[src/rtl/mem_access_unit.sv]
// -----------------------------------------------------------------------------
// mem_access_unit
//
// Load/store unit that splits a byte/half/word request into one or more beats
// on a MEM_BYTES-wide synchronous memory port, reassembles load data and
// sign/zero-extends it to 32 bits.
//
// Parameters:
//   MEM_BYTES  memory port width in bytes (1, 2 or 4)
//   ADDR_W     memory address width (>= 2)
//
// Ports:
//   clk, rst                 clock, asynchronous active-high reset
//   req_valid_i/req_ready_o  request handshake (ready only while idle)
//   req_we_i                 1 = store, 0 = load
//   req_size_i               00 byte, 01 half, 10/11 word
//   req_unsigned_i           zero-extend byte/half loads
//   req_addr_i, req_wdata_i  byte address, store data
//   rd_i                     destination tag, returned on rd_o
//   mem_ce_o/mem_we_o        beat valid / beat is a write
//   mem_addr_o, mem_be_o     beat address / lane enables
//   mem_wdata_o, mem_rdata_i write lanes / read lanes (read data one cycle
//                            after the beat that requested it)
//   done_o, rdata_o, rd_o    one-cycle completion with extended load result
//   err_o                    misaligned request (only with the check enabled)
//   stall_o                  NOT req_ready_o
//
// Build option:
//   MEM_MISALIGN_CHK_EN      when defined, misaligned requests complete at
//                            once with err_o = 1 and issue no beats
// -----------------------------------------------------------------------------
module mem_access_unit #(
  parameter int MEM_BYTES = 1,
  parameter int ADDR_W    = 32
) (
  input  logic                   clk,
  input  logic                   rst,
  input  logic                   req_valid_i,
  output logic                   req_ready_o,
  input  logic                   req_we_i,
  input  logic [1:0]             req_size_i,
  input  logic                   req_unsigned_i,
  input  logic [ADDR_W-1:0]      req_addr_i,
  input  logic [31:0]            req_wdata_i,
  input  logic [4:0]             rd_i,
  output logic                   mem_ce_o,
  output logic                   mem_we_o,
  output logic [ADDR_W-1:0]      mem_addr_o,
  output logic [MEM_BYTES-1:0]   mem_be_o,
  output logic [8*MEM_BYTES-1:0] mem_wdata_o,
  input  logic [8*MEM_BYTES-1:0] mem_rdata_i,
  output logic                   done_o,
  output logic [31:0]            rdata_o,
  output logic [4:0]             rd_o,
  output logic                   err_o,
  output logic                   stall_o
);

  localparam int MB_LOG = $clog2(MEM_BYTES);
  localparam int LANE_W = 8 * MEM_BYTES;
  localparam logic [31:0] LANE_MASK =
    (MEM_BYTES == 4) ? 32'hFFFF_FFFF : ((32'd1 << LANE_W) - 32'd1);

  typedef enum logic [1:0] {IDLE, ISSUE, DRAIN, DONE} state_t;

  state_t            state_reg, state_next;
  logic [ADDR_W-1:0] addr_reg;
  logic [31:0]       wdata_reg;
  logic [31:0]       data_reg;
  logic [1:0]        size_reg;
  logic              unsigned_reg;
  logic              we_reg;
  logic [4:0]        rd_reg;
  logic [2:0]        beat_reg;

  logic              accept;
  logic [2:0]        size_bytes;
  logic [3:0]        size_mask;
  logic              narrow;
  logic [2:0]        n_beats;
  logic [1:0]        off;
  logic [ADDR_W-1:0] beat_addr;
  logic [31:0]       beat_wdata;
  logic [3:0]        narrow_be;
  logic              cap_en;
  logic [2:0]        cap_idx;
  logic [5:0]        cap_pos;
  logic [31:0]       lane_data;
  logic [31:0]       load_ext;
  logic              err_flag;

  assign accept = (state_reg == IDLE) && req_valid_i;

  // Latched size is already folded so that 11 behaves as a word.
  assign size_bytes = (size_reg == 2'b00) ? 3'd1 : (size_reg == 2'b01) ? 3'd2 : 3'd4;
  assign size_mask  = (size_reg == 2'b00) ? 4'b0001 : (size_reg == 2'b01) ? 4'b0011 : 4'b1111;
  assign narrow     = ({29'd0, size_bytes} < 32'(MEM_BYTES));
  assign n_beats    = narrow ? 3'd1 : (size_bytes >> MB_LOG);

  // Lane offset of the address inside one memory word (always 0 for byte ports).
  assign off = addr_reg[1:0] & 2'(MEM_BYTES - 1);

`ifdef MEM_MISALIGN_CHK_EN
  logic misaligned;
  logic err_reg;

  always_comb begin
    misaligned = 1'b0;
    case (req_size_i)
      2'b00:   misaligned = 1'b0;
      2'b01:   misaligned = req_addr_i[0];
      default: misaligned = |req_addr_i[1:0];
    endcase
  end

  always_ff @(posedge clk or posedge rst) begin
    if (rst) begin
      err_reg <= 1'b0;
    end else if (accept) begin
      err_reg <= misaligned;
    end
  end

  assign err_flag = err_reg;
`else
  assign err_flag = 1'b0;
`endif

  // Beat address, data and lane enables for the current beat.
  assign beat_addr  = narrow ? (addr_reg & ~ADDR_W'(MEM_BYTES - 1))
                             : (addr_reg + (ADDR_W'(beat_reg) << MB_LOG));
  assign beat_wdata = narrow ? (wdata_reg << {off, 3'b000})
                             : (wdata_reg >> (6'(beat_reg) << (3 + MB_LOG)));
  assign narrow_be  = size_mask << off;

  // Read data for beat k arrives while beat k+1 is on the bus (or in DRAIN
  // for the last beat), so the capture index trails the issue index by one.
  assign cap_en    = !we_reg && (((state_reg == ISSUE) && (beat_reg != 3'd0)) ||
                                 (state_reg == DRAIN));
  assign cap_idx   = (state_reg == DRAIN) ? (n_beats - 3'd1) : (beat_reg - 3'd1);
  assign cap_pos   = 6'(cap_idx) << (3 + MB_LOG);
  assign lane_data = narrow ? (32'(mem_rdata_i) >> {off, 3'b000}) : 32'(mem_rdata_i);

  always_comb begin
    load_ext = data_reg;
    case (size_reg)
      2'b00:   load_ext = unsigned_reg ? {24'd0, data_reg[7:0]}
                                       : {{24{data_reg[7]}}, data_reg[7:0]};
      2'b01:   load_ext = unsigned_reg ? {16'd0, data_reg[15:0]}
                                       : {{16{data_reg[15]}}, data_reg[15:0]};
      default: load_ext = data_reg;
    endcase
  end

  // State register
  always_ff @(posedge clk or posedge rst) begin
    if (rst) begin
      state_reg <= IDLE;
    end else begin
      state_reg <= state_next;
    end
  end

  // Next-state logic
  always_comb begin
    state_next = state_reg;
    case (state_reg)
      IDLE: begin
        if (req_valid_i) begin
`ifdef MEM_MISALIGN_CHK_EN
          state_next = misaligned ? DONE : ISSUE;
`else
          state_next = ISSUE;
`endif
        end
      end
      ISSUE: begin
        if (beat_reg == (n_beats - 3'd1)) begin
          state_next = we_reg ? DONE : DRAIN;
        end
      end
      DRAIN:   state_next = DONE;
      DONE:    state_next = IDLE;
      default: state_next = IDLE;
    endcase
  end

  // Request latch, beat counter and load assembly
  always_ff @(posedge clk or posedge rst) begin
    if (rst) begin
      addr_reg     <= '0;
      wdata_reg    <= '0;
      data_reg     <= '0;
      size_reg     <= '0;
      unsigned_reg <= 1'b0;
      we_reg       <= 1'b0;
      rd_reg       <= '0;
      beat_reg     <= '0;
    end else begin
      if (accept) begin
        addr_reg     <= req_addr_i;
        wdata_reg    <= req_wdata_i;
        size_reg     <= (req_size_i == 2'b11) ? 2'b10 : req_size_i;
        unsigned_reg <= req_unsigned_i;
        we_reg       <= req_we_i;
        rd_reg       <= rd_i;
        beat_reg     <= '0;
      end else if (state_reg == ISSUE) begin
        beat_reg <= beat_reg + 3'd1;
      end
      if (cap_en) begin
        data_reg <= (data_reg & ~(LANE_MASK << cap_pos)) |
                    ((lane_data & LANE_MASK) << cap_pos);
      end
    end
  end

  // Outputs are decoded from the state so reset clears them immediately.
  always_comb begin
    req_ready_o = (state_reg == IDLE);
    stall_o     = (state_reg != IDLE);
    mem_ce_o    = 1'b0;
    mem_we_o    = 1'b0;
    mem_addr_o  = '0;
    mem_be_o    = '0;
    mem_wdata_o = '0;
    done_o      = 1'b0;
    rdata_o     = '0;
    rd_o        = '0;
    err_o       = 1'b0;
    if (state_reg == ISSUE) begin
      mem_ce_o    = 1'b1;
      mem_we_o    = we_reg;
      mem_addr_o  = beat_addr;
      mem_be_o    = narrow ? narrow_be[MEM_BYTES-1:0] : '1;
      mem_wdata_o = beat_wdata[LANE_W-1:0];
    end
    if (state_reg == DONE) begin
      done_o  = 1'b1;
      rd_o    = rd_reg;
      err_o   = err_flag;
      rdata_o = (we_reg || err_flag) ? 32'd0 : load_ext;
    end
  end

endmodule

[config.mk]
export PLATFORM = sky130hd
export DESIGN_NAME = mem_access_unit
export DESIGN_NICKNAME = d
export VERILOG_FILES = /design/src/rtl/mem_access_unit.sv
export SDC_FILE = /design/constraint.sdc
export NUM_CORES = 1
export LEC_CHECK = 0
export ABC_AREA = 0
export CORE_UTILIZATION = 53
export CTS_BUF_LIST = sky130_fd_sc_hd__clkbuf_8
export DETAILED_ROUTE_END_ITERATION = 7
export DONT_BUFFER_PORTS = 1
export PLACE_DENSITY_LB_ADDON = 0.08
export SYNTH_ARGS = -nofsm -noshare
export SYNTH_HDL_FRONTEND = slang
export SYNTH_SLANG_ARGS = --single-unit
[constraint.sdc]
create_clock -name clk -period 4.1 [get_ports clk]
set_input_delay 0.41 -clock clk [delete_from_list [all_inputs] [get_ports clk]]
set_output_delay 0.41 -clock clk [all_outputs]
set_load 0.02 [all_outputs]
==> qor.yml <==
outcome:
  status: "finished, final reports clean"
floorplanning:
  die_w_um: 108
  start_util: 0.548
  chipHeight_um: 108
  core_area_mm2: 0.0109
  rows: 38
  die_area_mm2: 0.0117
  io_pins: 168
sta:
  worst_pin_slew_ns: 1.19
  skew_ns: 0.0116
  fmaxAchievable_mhz: 278
  hold_viol: 0
  post-route-period-util: 0.876
  relSlewSlack: 0.203
  rsz0062_at_grt: "false"
  final-max-slew-violation-count: 0
  setup_tns_ns: 0
  fin_crit_ns: 3.59
  setup_viol: 0
power:
  ir_drop_v: 0.000447
  power_density_mw_per_mm2: 835
  p_leak_nw: 2.59
grt:
  overflow: 0
  antenna_found_initial: 0
  grt_max_degree: 75
  track_usage: 0.228
  grt_pass1_vias: 3987
  grt_pass1_wl_mm: 20.4
final_layout:
  postLayoutCellArea_mm2: 0.00625
  layout-drive-gt1-share: 0.281
  fillCellCount: 935
  area.growth.synth_to_final_pct: 4.76
  final_cell_mix: "dfrtp_1 (110), mux2_2 (105), a21oi_1 (50), inv_1 (26), nand2_1 (19)"
  num-nets-final: 609
  num_antenna_cells: 0
  final_common_cell: "dfrtp_1"
clock_tree:
  root_buffer: "clkbuf_8"
  post_cts_buffers: 0
  cts_buffer_depth: 2
  htreeDepth: 3
  numCtsBuffers: 9
  clk_pin_slew_ns: 0.11
  clock_latency_ns: 0.37
  cts.repair.resized: 0
  clock-sinks: 110
  hold_buffers: 1
  cts_tree: "built"
drt:
  first_pass_iters: 4
  drt-initial-drc-count: 265
  post-route-drc-count: 0
  dr_wl_met2_mm: 6.48
  routed.top_layer: "met4"
  wl_mm: 12.9
  viasPerCell: 6.07
  vias: 4002
  m1WireLength_mm: 5.46
  post_drt_wl_per_cell_um: 19.5
  drtAntennaViolNets: 0
  met3_length_um: 835
yosys:
  ys_async_sr_fraction: 1.00
  synth_edf_count: 0
  synth_area_per_cell_um2: 11.2
  yosys_warnings: 0
  synth_flop_cell: "dfrtp_1"
  synth_seq_cells: 110
  synth_seq_area_share: 0.461
  synth_nets: 626
  netlist_area_mm2: 0.00597
  syn_inst: 531
  synth_cell_type_count: 50
worst_setup_path:
  cp_num_cells: 5
  critPathArrivalTime_ns: 3.18
  crit_family: "simple AND/OR/NAND/NOR gates"
  crit_path_end_kind: "output port"
  worstSetupPathType: "flip-flop to output port"
  cp-startpoint: "beat_reg[1]"
  reg2regPathDepth: 6
  worstPathRequired_ns: 3.69
  crit_path_cell_trace: "fa_1 > a21o_1 > nand4_1 > or4_1 > a21oi_1"
  cp-endpoint: "mem_addr_o[24]"
  slowest_stage: "dfrtp_1"
  crit_buf_inv: 0
  start_kind: "flip-flop"
  rrSetupSlack_ns: 1.37
  max_stage_delay_ns: 0.82
  cp_max_fo: 16
  r2r-end: "data_reg[21]"
  r2r-start: "beat_reg[1]"
worst_hold_path:
  hp-class: "input pin to flip-flop"
placed_design:
  portBuffers: 0
  dp_hpwl_mm: 9.04
  postPlaceCellArea_mm2: 0.00603
  routabilityCongestion: 0.845
job:
  cap_viol_max_count: 0
## cell families after synthesis
group / share of synthesized area
simple gates: 0.127
compound gates: 0.0893
flops: 0.461
fa+ha+maj: 0.0243
buf+inv: 0.0436
mux: 0.238
other cells: 0.000628
xor+xnor: 0.0161
## area by class of cell
class,count,area (µm²),area share
Clock buffer,10,138,0.0220
Timing Repair Buffer,5,40.0,0.00640
Tap cell,140,175,0.0280
Clock inverter,6,76.3,0.0122
Sequential cell,110,2750,0.440
Multi-Input combinational cell,360,2960,0.474
Inverter,28,108,0.0172
## cell usage after synthesis (all sizes together) (12+ instances only)
library cell,count,area [µm²]
a21oi,51,259
and2,18,113
buf,17,95.1
clkbuf,16,60.1
dfrtp,110,2750
inv,28,105
mux2,105,1180
nand2,20,75.1
nor2,13,48.8
o21ai,17,96.3
o31ai,13,97.6
or4,12,90.1
## through the flow
step / worst slack (ns) / std cells / util / hold WS, ns / power [mW]
after detailed placement: 0.929 / 642 / 0.554 / 0.231 / 4.57
after global placement: 1.01 / 642 / 0.554 / 0.231 / 4.45
final: 0.508 / 659 / 0.574 / 0.106 / 5.22
after CTS: 0.502 / 659 / 0.574 / 0.0838 / 5.26
after global routing: 0.304 / 659 / 0.574 / 0.0947 / 5.62
after floorplan: 0.788 / 531 / - / 0.471 / 4.12
## how the worst min path moves through the flow
| stage | cells after the start | start | slack, ns | to |
|---|---|---|---|---|
| global placement | 1 | rst | 0.23 | addr_reg[5] |
| finish | 1 | req_valid_i | 0.11 | beat_reg[0] |
| detailed placement | 1 | rst | 0.23 | addr_reg[6] |
| global route | 1 | req_valid_i | 0.09 | beat_reg[1] |
| floorplan | 1 | rd_reg[0] | 0.47 | rd_reg[0] |
| CTS | 1 | req_valid_i | 0.08 | beat_reg[0] |
## worst register-to-register path, stage by stage (launching register included)
cell     delay, ns
dfrtp_1       0.82
inv_1         0.15
ha_1          0.23
or3_1         0.38
nand2_1       0.08
nand4_1       0.49
mux2_2        0.48
## report_power, final
| part | internal (mW) | switching [mW] |
|---|---|---|
| clock | 0.309 | 0.376 |
| combinational | 1.06 | 1.33 |
| sequential | 1.64 | 0.509 |
## routing by layer
| layer | track usage | vias to the layer above |
|---|---|---|
| met3 | 0.0639 | 10 |
| li1 | - | 1881 |
| met4 | 0.0636 | 0 |
| met2 | 0.385 | 110 |
| met1 | 0.287 | 2001 |
| met5 | 0 | - |
(Power assumes the default switching activity.)
